**src/rtl/wb_bram_loader.sv**
```systemverilog
// Boot loader master: packs a byte stream big-endian into 32-bit words and writes
// each word with a single-beat Wishbone cycle to consecutive BRAM addresses.
module wb_bram_loader #(
   parameter logic [31:0] BASE_ADR = 32'h0000_0000,
   parameter int unsigned WORDS    = 2048,
   parameter int unsigned TIMEOUT  = 255
) (
   input  logic        clk_i,
   input  logic        rst_n_i,
   input  logic        start_i,
   input  logic        flush_i,
   input  logic [7:0]  in_data_i,
   input  logic        in_valid_i,
   output logic        in_ready_o,
   output logic [31:0] wb_adr_o,
   output logic [31:0] wb_dat_o,
   output logic [3:0]  wb_sel_o,
   output logic        wb_stb_o,
   output logic        wb_cyc_o,
   output logic        wb_we_o,
   input  logic        wb_ack_i,
   output logic        busy_o,
   output logic        done_o,
   output logic        err_o,
   output logic [15:0] words_o
);
   localparam int unsigned       TMO_W     = (TIMEOUT > 1) ? $clog2(TIMEOUT) : 1;
   localparam logic [TMO_W-1:0]  TMO_LAST  = TMO_W'((TIMEOUT > 0) ? TIMEOUT - 1 : 0);
   localparam logic [15:0]       WORDS_LIM = 16'(WORDS);

   typedef enum logic [1:0] {IDLE, COLLECT, WRITE, DONE} state_t;

   state_t           state, state_nxt;
   logic [1:0]       cnt, cnt_nxt;
   logic             flush_pend, flush_pend_nxt;
   logic [TMO_W-1:0] tmo, tmo_nxt;
   logic [31:0]      adr_nxt, dat_nxt;
   logic [3:0]       sel_nxt;
   logic [15:0]      words_nxt;
   logic             err_nxt;
   logic             take;
   logic [2:0]       fill;

   // in_ready_o is high exactly while in COLLECT, so a transfer implies COLLECT
   assign take = in_valid_i & in_ready_o;
   assign fill = {1'b0, cnt} + {2'b00, take};

   always_comb begin
      state_nxt      = state;
      cnt_nxt        = cnt;
      flush_pend_nxt = flush_pend;
      tmo_nxt        = tmo;
      adr_nxt        = wb_adr_o;
      dat_nxt        = wb_dat_o;
      sel_nxt        = wb_sel_o;
      words_nxt      = words_o;
      err_nxt        = err_o;
      unique case (state)
         IDLE, DONE: begin
            if (start_i) begin
               state_nxt      = COLLECT;
               cnt_nxt        = '0;
               flush_pend_nxt = 1'b0;
               dat_nxt        = '0;
               words_nxt      = '0;
               err_nxt        = 1'b0;
            end
         end
         COLLECT: begin
            if (take) begin
               case (cnt)
                  2'd0:    dat_nxt[31:24] = in_data_i;
                  2'd1:    dat_nxt[23:16] = in_data_i;
                  2'd2:    dat_nxt[15:8]  = in_data_i;
                  default: dat_nxt[7:0]   = in_data_i;
               endcase
            end
            // A byte arriving with flush is counted before the flush decision
            if (fill == 3'd4 || (flush_i && fill != 3'd0)) begin
               state_nxt      = WRITE;
               cnt_nxt        = '0;
               flush_pend_nxt = flush_i;
               tmo_nxt        = '0;
               adr_nxt        = BASE_ADR + {14'd0, words_o, 2'b00};
               case (fill)
                  3'd1:    sel_nxt = 4'b1000;
                  3'd2:    sel_nxt = 4'b1100;
                  3'd3:    sel_nxt = 4'b1110;
                  default: sel_nxt = 4'b1111;
               endcase
            end else if (flush_i) begin
               state_nxt = DONE;
            end else begin
               cnt_nxt = fill[1:0];
            end
         end
         WRITE: begin
            if (wb_ack_i) begin
               words_nxt = words_o + 16'd1;
               dat_nxt   = '0;
               sel_nxt   = '0;
               state_nxt = (words_nxt == WORDS_LIM || flush_pend) ? DONE : COLLECT;
            end else if (TIMEOUT != 0 && tmo == TMO_LAST) begin
               err_nxt   = 1'b1;
               sel_nxt   = '0;
               state_nxt = DONE;
            end else begin
               tmo_nxt = tmo + 1'b1;
            end
         end
         default: state_nxt = IDLE;
      endcase
   end

   // Every output is a register decoded from the next state
   always_ff @(posedge clk_i or negedge rst_n_i) begin
      if (!rst_n_i) begin
         state      <= IDLE;
         cnt        <= '0;
         flush_pend <= 1'b0;
         tmo        <= '0;
         wb_adr_o   <= '0;
         wb_dat_o   <= '0;
         wb_sel_o   <= '0;
         words_o    <= '0;
         err_o      <= 1'b0;
         in_ready_o <= 1'b0;
         wb_cyc_o   <= 1'b0;
         wb_stb_o   <= 1'b0;
         wb_we_o    <= 1'b0;
         busy_o     <= 1'b0;
         done_o     <= 1'b0;
      end else begin
         state      <= state_nxt;
         cnt        <= cnt_nxt;
         flush_pend <= flush_pend_nxt;
         tmo        <= tmo_nxt;
         wb_adr_o   <= adr_nxt;
         wb_dat_o   <= dat_nxt;
         wb_sel_o   <= sel_nxt;
         words_o    <= words_nxt;
         err_o      <= err_nxt;
         in_ready_o <= (state_nxt == COLLECT);
         wb_cyc_o   <= (state_nxt == WRITE);
         wb_stb_o   <= (state_nxt == WRITE);
         wb_we_o    <= (state_nxt == WRITE);
         busy_o     <= (state_nxt == COLLECT) || (state_nxt == WRITE);
         done_o     <= (state_nxt == DONE);
      end
   end
endmodule

```
**config.mk**
```make
export PLATFORM = sky130hd
export DESIGN_NAME = wb_bram_loader
export DESIGN_NICKNAME = d
export VERILOG_FILES = /design/src/rtl/wb_bram_loader.sv
export SDC_FILE = /design/constraint.sdc
export NUM_CORES = 1
export LEC_CHECK = 0
export BUFFER_PORTS_ARGS = -buffer_cell sky130_fd_sc_hd__buf_2
export CAP_MARGIN = 15
export CORE_MARGIN = 2
export CORE_UTILIZATION = 40
export CTS_BUF_LIST = sky130_fd_sc_hd__clkbuf_8
export DETAILED_ROUTE_END_ITERATION = 8
export GPL_TIMING_DRIVEN = 0
export HOLD_SLACK_MARGIN = 0.06
export SYNTH_ARGS = -nofsm -noshare
export SYNTH_HDL_FRONTEND = slang
export SYNTH_SLANG_ARGS = --single-unit
export TNS_END_PERCENT = 5
```
**constraint.sdc**
```tcl
create_clock -name clk_i -period 3.8 [get_ports clk_i]
set_clock_uncertainty 0.15 [all_clocks]
set_input_delay 0.38 -clock clk_i [delete_from_list [all_inputs] [get_ports clk_i]]
set_output_delay 0.38 -clock clk_i [all_outputs]
set_load 0.005 [all_outputs]
```
==> flow_metrics.tcl, run 1 <==
set metrics [dict create \
    dp.final_hpwl_um 7254 \
    ys_async_sr_fraction 1.000 \
    antenna_found_initial 0 \
    rows 38 \
    cts.sinks 86 \
    p_leak_nw 2.703 \
    power.switching_w 0.001235 \
    ir_drop_v 0.0003054 \
    ys_ff_latch 86 \
    cts_tree "yes" \
    rsz0062_at_grt "false" \
    power_w 0.003270 \
    fin_crit_ps 3259 \
    fin_ws_ps 540.8 \
    diodes 0 \
    finalWirelength_um 10050 \
    synthTopCellsByArea "dfrtp_1 49%, mux2_2 12%, o21ai_0 4.4%, buf_4 3.2%, ha_1 3.1%" \
    ant_nets 0 \
    layout.nets 553 \
    clk_latency_ps 360 \
    syn_area_um2 4422 \
    vias_per_cell 5.181 \
    yosys.area.top_type "dfrtp_1" \
    crit_type "reg2reg" \
    dieArea_um2 11910 \
    io_buffers 88 \
    die_h_um 109.1 \
    gp_congestion 0.8392 \
    slew_headroom 0.3781 \
    vias 3487 \
    worstSetupEndpointType "flip-flop" \
    synth_cells 412 \
    root_buffer "clkbuf_8" \
    setup_tns_ps 0 \
    dominantRegCellSynth "dfrtp_1" \
    power_frac_comb 0.421 \
    worst_pin_slew_ps 923.2 \
    cts_max_path_buffers 2 \
    drc_errors 0 \
    core_um2 10790 \
    drt_iter0_markers 182 \
    layout-drive-gt1-share 0.3565 \
    p_int_w 0.002036 \
    clkTransAtPathRegs_ps 90 \
    grt_max_degree 51 \
    final-hold-violation-count 0 \
    grt_pass1_wl_um 16300 \
    grt_pass1_vias 3301 \
    grt_overflow_total 0 \
    outcome "finished, final reports clean" \
    die_w_um 109.1 \
    p_seq_frac 0.375 \
    power.density_nw_per_um2 612.4 \
    min_path_type "in2reg" \
    max_freq_ghz 0.3068 \
    swShare 0.3775 \
    syn_avg_cell_area_um2 10.73 \
    cts_post_setup_buffers_inserted 0 \
    synth_top_area_frac 0.4867 \
    ys_types 57 \
    dr.pass1.iters 4 \
    crit_required_ps 3950 \
    cp.arrival_ps 3410 \
    critPathMaxFanout 10 \
    area_growth_pct 20.77 \
    grt_usage 0.1748 \
    ios 105 \
    synth-seq-area-share 0.4867 \
    ys_warn_count 0 \
    start_util 0.4097 \
    wire_per_inst_um 14.93 \
    final_max_slew_viol_count 0 \
    synth.most_common_cell "dfrtp_1" \
    utilization 0.4948 \
    place_ws_ps 466.4 \
    finalCritPeriodShare 0.8577 \
    setup_viol 0 \
    clkPwrFrac 0.204 \
    synth_edf_count 0 \
    ys_top_cells_by_count "86 x dfrtp_1, 48 x mux2_2, 39 x o21ai_0" \
    cts_htree_levels 3 \
    start_kind "flip-flop" \
    numCtsBuffers 9 \
    maxCapViolCount 0 \
]
[sequential cells by signal, indices dropped and copies added, names as in the netlist]
| signal | flops |
|---|---|
| in_ready_o | 1 |
| busy_o | 1 |
| state | 2 |
| tmo | 8 |
| wb_dat_o | 32 |
| wb_adr_o | 16 |
| cnt | 2 |
| wb_sel_o | 4 |
| wb_we_o | 1 |
| words_o | 16 |
| err_o | 1 |
| done_o | 1 |
| flush_pend | 1 |
[stage by stage]
step	std cells	instance area (um2)	hold WS, ps
6_report	673	5340	239.7
5_1_grt	673	5340	237.1
4_1_cts	673	5340	225.7
3_5_place_dp	656	5124	236.0
3_3_place_gp	655	5094	299.2
2_1_floorplan	427	4478	-65.59
[power by group through the flow]
stage	clock, W	combinational (W)	sequential (W)
2_1_floorplan	0	0.000912	0.00125
3_3_place_gp	0	0.00135	0.00124
3_5_place_dp	0	0.00138	0.00125
4_1_cts	0.000686	0.00139	0.00123
5_1_grt	0.000723	0.00154	0.00125
6_report	0.000667	0.00138	0.00123
[cell type report]
type,count,area [um2]
fillers,1008,5453
flip-flops and latches,86,2152
multi-input cells,295,2076
repair buffers,90,480.5
plain buffers,37,216.5
well taps,140,175.2
clock buffers,9,123.9
clock inverters,7,82.58
inverters,9,33.78
[routing by layer]
layer | up-vias | routed length, um | global-route usage | part of all wire
li1 | 1691 | - | - | -
met1 | 1667 | 4742 | 0.2430 | 0.47
met2 | 117 | 4465 | 0.2644 | 0.44
met3 | 12 | 684 | 0.03706 | 0.068
met4 | 0 | 153 | 0.07234 | 0.015
met5 | - | 0 | 0 | 0
[path summary, 6_finish.rpt]
| kind | startpoint | endpoint | slack [ps] | cells past startpoint |
|---|---|---|---|---|
| min in group asynchronous | rst_n_i | wb_dat_o[22] | 370 | 2 |
| worst max-delay path | in_ready_o | busy_o | 540 | 11 |
| worst min register to register | wb_sel_o[0] | wb_sel_o[0] | 330 | 2 |
| worst min-delay path | flush_i | cnt[1] | 240 | 3 |
| max in group asynchronous | rst_n_i | wb_adr_o[12] | 2530 | 3 |
| worst max register to register | in_ready_o | busy_o | 540 | 11 |
[what timing repair did]
item | in CTS | in global routing
resized for setup | 0 | 0
hold buffers | 1 | 0
endpoints found under the hold margin | 36 | 0
[worst max-delay path: stages (launching register included)]
cell,delay (ps)
dfrtp_1,400
nand2_1,80
inv_1,60
ha_1,180
ha_1,360
o21a_1,240
o21ai_0,370
clkbuf_1,500
nand2_1,220
a2bb2oi_1,300
ha_1,280
inv_1,50
[kinds of logic (layout without fill, tap and decap cells)]
group,Yosys count,after routing,share of synthesized area
buf+inv,46,152,0.05659
simple gates,117,117,0.1418
flops,86,86,0.4867
fa+ha+maj,11,11,0.03113
other cells,1,16,0.0008481
compound gates,94,94,0.1423
xor+xnor,7,7,0.01387
mux,50,50,0.1268
[cell usage in the layout (no fill, tap or decap), types with 5 or more instances in the layout]
cell / synthesis / layout
o41ai_1: 5 / 5
o31ai_1: 5 / 5
clkbuf_1: 11 / 11
dfrtp_1: 86 / 86
buf_2: 5 / 92
nor2_1: 22 / 22
a21oi_1: 8 / 8
clkbuf_8: 0 / 9
nand2b_1: 5 / 5
xnor2_1: 6 / 6
a31oi_1: 6 / 6
nor4_1: 7 / 7
o21ai_0: 39 / 39
nand4_1: 5 / 5
inv_1: 9 / 9
and2_1: 9 / 9
conb_1: 1 / 16
mux2_2: 48 / 48
buf_4: 19 / 20
nand2_1: 33 / 33
nand3_1: 10 / 10
or3_1: 5 / 5
ha_1: 11 / 11
Power figures use the tool's default switching activity.
==> run 2: changes to the inputs <==
--- a/config.mk
+++ b/config.mk
@@ -15,2 +15,3 @@
 export HOLD_SLACK_MARGIN = 0.06
+export PLACE_DENSITY = 0.6
 export SYNTH_ARGS = -nofsm -noshare
==> constraint.sdc (replaced) <==
create_clock -name clk_i -period 4.1 [get_ports clk_i]
set_clock_uncertainty 0.15 [all_clocks]
set_input_delay 0.205 -clock clk_i [delete_from_list [all_inputs] [get_ports clk_i]]
set_output_delay 0.205 -clock clk_i [all_outputs]
set_load 0.005 [all_outputs]
==> flow_metrics.tcl, run 2 (synthesis results as in run 1) <==
set metrics [dict create \
    outcome "finished, final reports clean" \
    vias_per_cell 5.184 \
    layout_common_cells "92 x buf_2, 86 x dfrtp_1, 48 x mux2_2, 39 x o21ai_0, 33 x nand2_1" \
    finalWirelength_um 9998 \
    final-hold-violation-count 0 \
    critical_path.cell_chain "nand2_1, inv_1, ha_1, ha_1, o21a_1, o21ai_0, clkbuf_1, nand2_1, a2bb2oi_1, ha_1, inv_1" \
    setup_tns_ps 0 \
    wire_per_inst_um 14.83 \
    dieArea_um2 11910 \
    cts_tree "yes" \
    r2r-end "busy_o" \
    fin_crit_ps 3233 \
    min_path_type "in2reg" \
    clkTransAtPathRegs_ps 90 \
    worstRegToRegCells 11 \
    timing.rr.start "in_ready_o" \
    cp.depth 11 \
    cts-resized-gates 0 \
    rsz0062_at_grt "false" \
    start_util 0.4097 \
    cts_post_setup_buffers_inserted 0 \
    final_area_um2 5350 \
    die_h_um 109.1 \
    start_kind "flip-flop" \
    vias 3494 \
    clkPwrFrac 0.204 \
    crit_type "reg2reg" \
    cp.buffers_inverters 3 \
    root_buffer "clkbuf_8" \
    cts_max_path_buffers 2 \
    largestRegisters "wb_dat_o x32, wb_adr_o x16, words_o x16" \
    cpMostUsedCell "ha_1" \
    cts_hold_buffers 2 \
    power.density_nw_per_um2 566.4 \
    path_delay_family "compound AO/OA/AOI/OAI gates" \
    grt_overflow_total 0 \
    hold_path_depth 3 \
    critPathMaxFanout 10 \
    ant_nets 0 \
    holdCritStartpoint "in_data_i[1]" \
    drc_errors 0 \
    rows 38 \
    p_leak_nw 2.707 \
    worst_pin_slew_ps 929.8 \
    grt_pass1_wl_um 16320 \
    largest_register_ffs 32 \
    cts.sinks 86 \
    power_frac_comb 0.421 \
    p_int_w 0.001887 \
    crit_required_ps 4250 \
    r2r_setup_slack_ps 870 \
    slowest_delay_ps 500 \
    top_register "wb_dat_o" \
    cts_htree_levels 3 \
    layout.nets 554 \
    power.switching_w 0.001143 \
    holdPathEnd "wb_dat_o[25]" \
    maxCapViolCount 0 \
    dp.final_hpwl_um 7254 \
    die_w_um 109.1 \
    ir_drop_v 0.0002835 \
    finalCritPeriodShare 0.7886 \
    worstSetupEndpointType "flip-flop" \
    final_common_cell "buf_2" \
    clk_latency_ps 360 \
    grt_max_degree 51 \
    ios 105 \
    dpl_cell_area_um2 5124 \
    core_um2 10790 \
    drt_iter0_markers 192 \
    cp.arrival_ps 3380 \
    setup_viol 0 \
    dr.pass1.iters 4 \
    io_buffers 88 \
    swShare 0.3772 \
    p_seq_frac 0.375 \
    layout-drive-gt1-share 0.3558 \
    grt_usage 0.1749 \
    antenna_found_initial 0 \
    diodes 0 \
    final_max_slew_viol_count 0 \
    slew_headroom 0.3736 \
    gp_congestion 0.8392 \
    grt_pass1_vias 3307 \
    max_freq_ghz 0.3093 \
    numCtsBuffers 9 \
    slowest_stage "clkbuf_1" \
    area_growth_pct 21.00 \
]
run 2: layout make-up:
cell class	instances	area, um2
Fill cell	1007	5443
Tap cell	140	175.2
Clock buffer	9	123.9
Timing Repair Buffer	91	490.5
Clock inverter	7	82.58
Multi-Input combinational cell	295	2076
Buffer	37	216.5
Inverter	9	33.78
Sequential cell	86	2152
run 2: tightest hold or removal path: cells and delay by family:
family | cells | cell delay [ps]
buffers and inverters | 1 | 70
multiplexers | 1 | 160
AND/OR/NAND/NOR | 1 | 170
run 2: how the worst max path moves through the flow:
| stage | start | end | slack [ps] |
|---|---|---|---|
| after floorplan | in_ready_o | busy_o | 1430 |
| after global placement | in_ready_o | busy_o | 880 |
| after detailed placement | in_ready_o | busy_o | 870 |
| after CTS | in_ready_o | busy_o | 820 |
| after global routing | in_ready_o | busy_o | 560 |
| final | in_ready_o | busy_o | 870 |
run 2: power groups by stage:
stage	combinational, W	sequential (W)	clock [W]
2_1_floorplan	0.000846	0.00115	0
3_3_place_gp	0.00125	0.00115	0
3_5_place_dp	0.00128	0.00115	0
4_1_cts	0.00129	0.00114	0.000636
5_1_grt	0.00143	0.00116	0.000670
6_report	0.00128	0.00114	0.000618
run 2: routing by layer:
| layer | track usage | vias to the layer above | share of wire |
|---|---|---|---|
| met5 | 0 | - | 0 |
| met4 | 0.07234 | 0 | 0.018 |
| met3 | 0.03706 | 18 | 0.062 |
| met2 | 0.2649 | 113 | 0.44 |
| met1 | 0.2430 | 1671 | 0.47 |
| li1 | - | 1692 | - |
run 2: through the flow:
step / std cells / setup slack, ps / hold WS, ps / power, W / util
after detailed placement: 656 / 867.0 / 61.05 / 0.002434 / 0.4747
after global placement: 655 / 875.8 / 299.2 / 0.002403 / 0.4719
after floorplan: 427 / 1434 / -240.6 / 0.002000 / -
final: 674 / 866.6 / 119.2 / 0.003030 / 0.4957
after global routing: 674 / 564.7 / 119.5 / 0.003258 / 0.4957
after CTS: 674 / 819.1 / 97.27 / 0.003060 / 0.4957
